==> config.mk <==
export PLATFORM = sky130hd
export DESIGN_NAME = serv_decode_q
export DESIGN_NICKNAME = d
export VERILOG_FILES = /design/src/rtl/serv_decode_q.sv
export SDC_FILE = /design/constraint.sdc
export NUM_CORES = 1
export LEC_CHECK = 0
export CORE_UTILIZATION = 50
export CTS_BUF_LIST = sky130_fd_sc_hd__clkbuf_4
export DETAILED_ROUTE_END_ITERATION = 8
export PLACE_DENSITY_LB_ADDON = 0.25
export REMOVE_ABC_BUFFERS = 1
export SLEW_MARGIN = 40
export SYNTH_ARGS = -nofsm -noshare
export SYNTH_HDL_FRONTEND = slang
export SYNTH_SLANG_ARGS = --single-unit
==> constraint.sdc <==
create_clock -name clk -period 3.5 [get_ports clk]
set_input_delay 0.525 -clock clk [delete_from_list [all_inputs] [get_ports clk]]
set_output_delay 0.525 -clock clk [all_outputs]
set_load 0.005 [all_outputs]
==> src/rtl/serv_decode_q.sv <==
// Two-entry buffered instruction decoder: an active slot (A) driving the decoded outputs
// and a prefetch slot (B). Slots hold either decoded control or raw words (PRE_REGISTER).
module serv_decode_q #(
  parameter bit PRE_REGISTER = 1'b1,
  parameter bit MDU          = 1'b1,
  parameter bit ILLEGAL_CHK  = 1'b1
) (
  input  logic        clk,
  input  logic        i_rst,
  input  logic [31:0] i_wb_rdt,
  input  logic        i_wb_en,
  output logic        o_wb_rdy,
  input  logic        i_adv,
  input  logic        i_flush,
  output logic        o_valid,
  output logic [2:0]  o_funct3,
  output logic        o_imm30,
  output logic        o_mem_op,
  output logic        o_shift_op,
  output logic        o_slt_op,
  output logic        o_branch_op,
  output logic        o_rd_op,
  output logic        o_e_op,
  output logic        o_mret,
  output logic        o_csr_op,
  output logic        o_alu_sub,
  output logic        o_op_b_source,
  output logic        o_mdu_op,
  output logic        o_illegal,
  output logic [3:0]  o_immdec_ctrl
);

  typedef struct packed {
    logic [2:0] funct3;
    logic       imm30;
    logic       mem_op;
    logic       shift_op;
    logic       slt_op;
    logic       branch_op;
    logic       rd_op;
    logic       e_op;
    logic       mret;
    logic       csr_op;
    logic       alu_sub;
    logic       op_b_source;
    logic       mdu_op;
    logic       illegal;
    logic [3:0] immdec_ctrl;
  } dec_t;

  function automatic dec_t decode(input logic [31:0] w);
    dec_t       d;
    logic [4:0] op;
    logic [2:0] f3;
    logic [6:0] f7;
    logic       is_op;
    logic       is_alu;
    logic       legal_op;
    logic       legal_f7;
    op       = w[6:2];
    f3       = w[14:12];
    f7       = w[31:25];
    is_op    = (op == 5'b01100);
    is_alu   = is_op | (op == 5'b00100);
    unique case (op)
      5'b00000, 5'b01000, 5'b11000, 5'b11001, 5'b11011, 5'b00100,
      5'b01100, 5'b00101, 5'b01101, 5'b11100, 5'b00011: legal_op = 1'b1;
      default:                                          legal_op = 1'b0;
    endcase
    legal_f7 = !is_op || (f7 == 7'b0000000) || (f7 == 7'b0100000) ||
               (MDU && (f7 == 7'b0000001));

    d.funct3         = f3;
    d.imm30          = w[30];
    d.mem_op         = (op == 5'b00000) | (op == 5'b01000);
    d.branch_op      = op[4] & ~op[2];
    d.shift_op       = is_alu & (f3[1:0] == 2'b01);
    d.slt_op         = is_alu & (f3[2:1] == 2'b01);
    d.rd_op          = !((op == 5'b01000) | (op == 5'b11000) | (op == 5'b00011));
    d.e_op           = (op == 5'b11100) & (f3 == 3'b000) & ~w[21];
    d.mret           = (op == 5'b11100) & (f3 == 3'b000) & w[21];
    d.csr_op         = (op == 5'b11100) & (f3 != 3'b000);
    d.alu_sub        = (~f3[2] & (f3[0] | (op[3] & w[30]))) | f3[1] | op[4];
    d.op_b_source    = op[3];
    d.mdu_op         = MDU & is_op & (f7 == 7'b0000001);
    d.immdec_ctrl[0] = (op[3:0] == 4'b1000);
    d.immdec_ctrl[1] = (op[1:0] == 2'b00) | (op[2:1] == 2'b00);
    d.immdec_ctrl[2] = op[4] & ~op[0];
    d.immdec_ctrl[3] = op[4];
    d.illegal        = ILLEGAL_CHK & ((w[1:0] != 2'b11) | ~legal_op | ~legal_f7);
    return d;
  endfunction

  localparam int unsigned PayloadW = PRE_REGISTER ? $bits(dec_t) : 32;

  logic [PayloadW-1:0] a_q, a_d, b_q, b_d, push_payload;
  logic                va_q, va_d, vb_q, vb_d;
  logic                pop, push;
  dec_t                a_dec, out_dec;

  if (PRE_REGISTER) begin : g_pre
    assign push_payload = decode(i_wb_rdt);
    assign a_dec        = dec_t'(a_q);
  end else begin : g_post
    assign push_payload = i_wb_rdt;
    assign a_dec        = decode(a_q);
  end

  always_comb begin
    pop      = i_adv & va_q;
    o_wb_rdy = ~vb_q | pop;
    push     = i_wb_en & o_wb_rdy;
    va_d     = va_q;
    vb_d     = vb_q;
    a_d      = a_q;
    b_d      = b_q;
    if (i_flush) begin
      va_d = 1'b0;
      vb_d = 1'b0;
    end else begin
      if (pop) begin
        a_d  = b_q;
        va_d = vb_q;
        vb_d = 1'b0;
      end
      // The push lands in whichever slot is first free after the pop.
      if (push) begin
        if (!va_d) begin
          a_d  = push_payload;
          va_d = 1'b1;
        end else begin
          b_d  = push_payload;
          vb_d = 1'b1;
        end
      end
    end
  end

  always_ff @(posedge clk) begin
    if (i_rst) begin
      va_q <= 1'b0;
      vb_q <= 1'b0;
    end else begin
      va_q <= va_d;
      vb_q <= vb_d;
    end
  end

  // Slot contents are qualified by the valid bits, so they need no reset.
  always_ff @(posedge clk) begin
    a_q <= a_d;
    b_q <= b_d;
  end

  assign out_dec       = va_q ? a_dec : '0;
  assign o_valid       = va_q;
  assign o_funct3      = out_dec.funct3;
  assign o_imm30       = out_dec.imm30;
  assign o_mem_op      = out_dec.mem_op;
  assign o_shift_op    = out_dec.shift_op;
  assign o_slt_op      = out_dec.slt_op;
  assign o_branch_op   = out_dec.branch_op;
  assign o_rd_op       = out_dec.rd_op;
  assign o_e_op        = out_dec.e_op;
  assign o_mret        = out_dec.mret;
  assign o_csr_op      = out_dec.csr_op;
  assign o_alu_sub     = out_dec.alu_sub;
  assign o_op_b_source = out_dec.op_b_source;
  assign o_mdu_op      = out_dec.mdu_op;
  assign o_illegal     = out_dec.illegal;
  assign o_immdec_ctrl = out_dec.immdec_ctrl;

  // A push into a full queue is dropped; it is only legitimate alongside a flush.
  a_push_when_full: assert property (@(posedge clk) disable iff (i_rst)
    !(i_wb_en && !o_wb_rdy && !i_flush));

endmodule
==> flow_metrics.py, run 1 <==
metrics = {
    "timing": {
        "final.setup.worst_slack_ns": 1.03,
        "timing.final.crit_share_pct": 70.5,
        "fin_worst_skew_ns": 0.0133,
        "timing.fmax_mhz": 405,
        "hold_viol_final": 0,
        "tns_ns": 0,
        "setup_viol": 0,
        "drv_slew": 0,
        "tightest_slew_ns": 0.777,
        "rsz0062_at_grt": "no",
        "fin_crit_ns": 2.47,
        "relSlewSlack_pct": 48.1,
    },
    "finish": {
        "antenna_cells": 0,
        "multiInputGateArea_um2": 895,
        "fill_cells": 318,
        "final-seq-area_um2": 1240,
        "drive_gt1_share_pct": 9.91,
        "fin_nets": 270,
        "fin_cells": 282,
        "areaGrowthSynthToFinish_pct": 24.8,
    },
    "floorplanning": {
        "core_um2": 4120,
        "die_area_um2": 4690,
        "chipWidth_um": 68.5,
        "start_util_pct": 53.7,
        "die_h_um": 68.5,
        "io_pins": 59,
        "rows": 23,
    },
    "critical_path": {
        "regToRegSetupSlack_ns": 1.36,
        "worstSetupEndpointType": "output pin",
        "path_cells": "and2_1 > clkdlybuf4s50_1",
        "crit_buf_inv": 1,
        "critical-path-top-delay-family": "flip-flops",
        "critPathLaunch": "o_valid",
        "slowest_delay_ns": 0.84,
        "cp_max_fo": 27,
        "critPathSlowestCell": "dfxtp_1",
        "worstPathArrival_ns": 1.94,
        "start_kind": "flip-flop",
        "critical_path_class": "reg -> out",
        "required_ns": 2.97,
        "reg2reg_from": "o_valid",
    },
    "placed_design": {
        "dp_cells": 274,
        "dp_hpwl_um": 2940,
        "portBuffers": 44,
        "place.gp.congestion": 0.731,
        "place_ws_ns": 1.03,
    },
    "hold_path": {
        "hold_class": "reg -> reg",
        "min-delay-start": "b_q[16]",
    },
    "cts": {
        "post_cts_buffers": 0,
        "cts.clk_slew.worst_paths_ns": 0.12,
        "cts.sinks": 42,
        "cts_resized": 0,
        "holdBufCountCts": 0,
        "insertion_delay_ns": 0.35,
        "cts_made_buffers": 5,
        "htree_levels": 2,
        "tritoncts": "yes",
        "cts_max_path_buffers": 2,
        "clockRootBuffer": "clkbuf_4",
    },
    "detailed_routing": {
        "firstDrtPassIters": 4,
        "wl_per_cell_um": 15.4,
        "drt_wl_total_um": 4330,
        "vias": 1542,
        "first_iter_violations": 120,
        "drc": 0,
        "via_per_inst": 5.47,
        "ant_nets": 0,
    },
    "yosys": {
        "synth_compound_area_share_pct": 9.17,
        "synth_cell_types": 38,
        "synth-simple-area-share_pct": 20.1,
        "ys_seq_elements": 42,
        "synthAdderAreaFrac_pct": 1.13,
        "synth_mux_area_share_pct": 9.05,
        "syn_inst": 189,
        "synth_top_family_by_area": "simple AND/OR/NAND/NOR gates",
        "yosysWarnings": 0,
        "synth_area_um2": 2210,
        "seq_area_frac_synth_pct": 56.1,
        "postSynthAreaPerCell_um2": 11.7,
        "synthXorXnorAreaFrac_pct": 0.396,
    },
    "outcome": {
        "outcome": "completed",
    },
    "global_routing": {
        "grt_max_degree": 28,
        "grt_use_total_pct": 20.7,
        "first_global_vias": 1485,
        "grt_pass1_wl_um": 6930,
        "antenna_found_initial": 0,
        "overflow": 0,
    },
    "pwr": {
        "p_sw_share_pct": 22.2,
        "peakVddDrop_mv": 0.199,
        "internal-power_mw": 0.812,
        "p_leak_nw": 1.10,
        "clkPwrFrac_pct": 30.8,
        "power_frac_comb_pct": 13.1,
        "netSwitchingPower_mw": 0.231,
        "pwr-share-seq_pct": 56.1,
        "pwr_density_cell_nw_per_um2": 378,
    },
    "flow_run": {
        "drv_cap": 0,
    },
}
## synthesized netlist by cell type (all sizes together)
master / n / area [um2]
a21bo: 1 / 10.0
a21oi: 24 / 120
a22oi: 2 / 15.0
and2: 22 / 138
and3b: 1 / 10.0
buf: 10 / 65.1
clkbuf: 2 / 7.51
dfxtp: 2 / 40.0
edfxtp: 40 / 1200
ha: 2 / 25.0
inv: 4 / 15.0
mux2i: 20 / 200
nand2: 5 / 18.8
nand2b: 3 / 18.8
nand3: 2 / 10.0
nand3b: 1 / 7.51
nand4: 1 / 6.26
nand4b: 1 / 23.8
nor2: 22 / 82.6
nor2b: 4 / 25.0
nor3: 4 / 25.0
nor3b: 3 / 37.5
nor4: 1 / 6.26
nor4b: 1 / 23.8
o2111a: 1 / 11.3
o21a: 2 / 15.0
o21ai: 4 / 23.8
o21bai: 1 / 7.51
or2: 1 / 6.26
or3: 1 / 6.26
xor2: 1 / 8.76
## power by group through the flow
stage | Combinational, mW | Sequential (mW) | Clock, mW
3_5_place_dp | 0.136 | 0.598 | 0
2_1_floorplan | 0.0676 | 0.593 | 0
3_3_place_gp | 0.130 | 0.596 | 0
4_1_cts | 0.137 | 0.586 | 0.330
5_1_grt | 0.151 | 0.589 | 0.348
6_report | 0.137 | 0.586 | 0.321
## layout make-up
| type | instances | area share (%) |
|---|---|---|
| flip-flops and latches | 42 | 45.0 |
| multi-input cells | 131 | 32.4 |
| repair buffers | 47 | 16.8 |
| well taps | 50 | 2.27 |
| clock buffers | 7 | 1.90 |
| clock inverters | 1 | 1.09 |
| inverters | 4 | 0.544 |
## registers in the layout (all words and copies together), names as in the netlist
register / cells
vb_q: 1
b_q: 20
a_dec: 20
o_valid: 1
## cells in the final DEF, fill, tap and decap left out, types with 3 or more instances in the layout
| cell | instances |
|---|---|
| o21ai_0 | 3 |
| mux2i_1 | 20 |
| nand2b_1 | 3 |
| clkbuf_4 | 7 |
| a21oi_1 | 24 |
| buf_4 | 3 |
| nor3b_2 | 3 |
| and2_1 | 21 |
| edfxtp_1 | 40 |
| clkdlybuf4s50_1 | 44 |
| nand2_1 | 5 |
| nor2b_1 | 4 |
| nor2_1 | 22 |
## path summary, 6_finish.rpt
kind / end / depth (start not counted)
max: o_immdec_ctrl[2] / 2
min: a_dec[16] / 2
max reg2reg: a_dec[10] / 5
min reg2reg: a_dec[16] / 2
## through the flow
| step | power, mW | hold slack, ns | util, % | instance area [um2] |
|---|---|---|---|---|
| after floorplan | 0.660 | 0.591 | - | 2140 |
| after global placement | 0.726 | 0.594 | 64.9 | 2670 |
| after global routing | 1.09 | 0.679 | 67.0 | 2760 |
| after CTS | 1.05 | 0.642 | 66.9 | 2750 |
| after detailed placement | 0.734 | 0.611 | 64.9 | 2670 |
| final | 1.04 | 0.634 | 67.0 | 2760 |
## kinds of logic after synthesis
kind of cell | Yosys count
buffers and inverters | 16
adder cells (fa/ha/maj) | 2
multiplexers | 20
flip-flops | 42
AND/OR/NAND/NOR | 73
AO/OA/AOI/OAI | 35
XOR/XNOR | 1
## routing by layer
| metal | track usage, % | part of all wire, % | vias to the layer above |
|---|---|---|---|
| li1 | - | - | 761 |
| met1 | 24.4 | 43 | 740 |
| met2 | 37.0 | 53 | 36 |
| met3 | 4.44 | 3.6 | 5 |
| met4 | 6.77 | 1.1 | 0 |
| met5 | 0 | 0 | - |
## worst min-delay path: stages, from the launching register on
cell,delay (ns)
edfxtp_1,0.34
mux2i_1,0.06
a21oi_1,0.13
Power figures use the tool's default switching activity.
==> run 2: changes to the inputs <==
clock period = 2.4 ns   (was 3.5 ns; I/O delays follow)
==> flow_metrics.py, run 2 (synthesized netlist as in run 1, its figures left out) <==
metrics = {
    "floorplanning": {
        "die_area_um2": 4690,
        "chipWidth_um": 68.5,
        "rows": 23,
        "die_h_um": 68.5,
        "start_util_pct": 53.7,
        "io_pins": 59,
        "core_um2": 4120,
    },
    "cts": {
        "cts_max_path_buffers": 2,
        "post_cts_buffers": 0,
        "htree_levels": 2,
        "cts.clk_slew.worst_paths_ns": 0.11,
        "holdBufCountCts": 0,
        "insertion_delay_ns": 0.36,
        "cts.sinks": 42,
        "tritoncts": "yes",
        "clockRootBuffer": "clkbuf_4",
        "cts_made_buffers": 5,
        "cts_resized": 0,
    },
    "detailed_routing": {
        "drc": 0,
        "first_iter_violations": 124,
        "wl_per_cell_um": 15.6,
        "firstDrtPassIters": 4,
        "via_per_inst": 5.49,
        "drt_wl_total_um": 4460,
        "ant_nets": 0,
        "vias": 1565,
    },
    "critical_path": {
        "reg2reg_from": "o_valid",
        "required_ns": 2.04,
        "cp_max_fo": 6,
        "critical_path_class": "in -> out",
        "critPathLaunch": "i_adv",
        "start_kind": "input pin",
        "worstSetupEndpointType": "output pin",
        "worstPathArrival_ns": 1.66,
    },
    "finish": {
        "fin_nets": 273,
        "layout_commonest_cell": "clkdlybuf4s50_1",
        "fill_cells": 332,
        "mostFrequentLayoutCells": "44 x clkdlybuf4s50_1, 40 x edfxtp_1, 24 x a21oi_1",
        "antenna_cells": 0,
        "postLayoutCoreUtil_pct": 67.0,
        "drive_gt1_share_pct": 10.2,
        "areaGrowthSynthToFinish_pct": 24.7,
    },
    "placed_design": {
        "portBuffers": 44,
        "place.gp.congestion": 0.732,
        "dp_hpwl_um": 3090,
    },
    "timing": {
        "timing.hold.ws_ns": 0.590,
        "tightest_slew_ns": 0.464,
        "setup_viol": 0,
        "rsz0062_at_grt": "no",
        "drv_slew": 0,
        "tns_ns": 0,
        "fin_worst_skew_ns": 0.0166,
        "fin_crit_ns": 2.02,
        "timing.final.crit_share_pct": 84.0,
        "hold_viol_final": 0,
        "relSlewSlack_pct": 68.8,
        "timing.fmax_mhz": 496,
    },
    "pwr": {
        "pwr_density_cell_nw_per_um2": 511,
        "peakVddDrop_mv": 0.269,
        "p_leak_nw": 1.10,
    },
    "global_routing": {
        "grt_max_degree": 41,
        "overflow": 0,
        "first_global_vias": 1570,
        "grt_use_total_pct": 21.9,
        "grt_pass1_wl_um": 7350,
        "antenna_found_initial": 0,
    },
    "hold_path": {
        "hold_class": "in -> reg",
        "min-delay-start": "i_rst",
    },
    "flow_run": {
        "drv_cap": 0,
    },
    "outcome": {
        "outcome": "completed",
    },
}
## run 2: path summary, 6_finish.rpt
check,depth (start not counted),endpoint,slack [ns]
hold reg to reg,2,a_dec[12],0.64
setup / recovery,4,o_wb_rdy,0.38
hold / removal,2,vb_q,0.59
setup reg to reg,5,a_dec[10],0.89
## run 2: critical path: stages
cell and delay (ns):
clkdlybuf4s50_1 0.62, nand2_1 0.11, nand2_1 0.07, clkdlybuf4s50_1 0.50
## run 2: stage by stage
step | setup slack, ns | instances | power (mW) | cell area (um2)
after global placement | 0.362 | 277 | 1.06 | 2700
after floorplan | -0.134 | 177 | 0.963 | 2140
after global routing | 0.331 | 285 | 1.47 | 2760
final | 0.384 | 285 | 1.41 | 2760
after detailed placement | 0.295 | 277 | 1.08 | 2700
after CTS | 0.389 | 285 | 1.42 | 2760
## run 2: power breakdown
group | switching [mW] | internal (mW)
Combinational | 0.102 | 0.108
Clock | 0.240 | 0.109
Sequential | 0.0126 | 0.837
Total | 0.355 | 1.05
## run 2: area by class of cell
| class | count | area, um2 | area share, % |
|---|---|---|---|
| Clock buffer | 5 | 37.5 | 1.36 |
| Clock inverter | 3 | 16.3 | 0.590 |
| Inverter | 4 | 15.0 | 0.544 |
| Multi-Input combinational cell | 131 | 887 | 32.2 |
| Sequential cell | 42 | 1240 | 45.0 |
| Tap cell | 50 | 62.6 | 2.27 |
| Timing Repair Buffer | 50 | 498 | 18.1 |
## run 2: metal layers
layer  routed length, um  GRT usage, %  up-vias
li1                    -             -      768
met5                   0             0        -
met2                2340          38.8       47
met1                1870          26.0      743
met3                 175          4.61        7
met4                  70          7.81        0
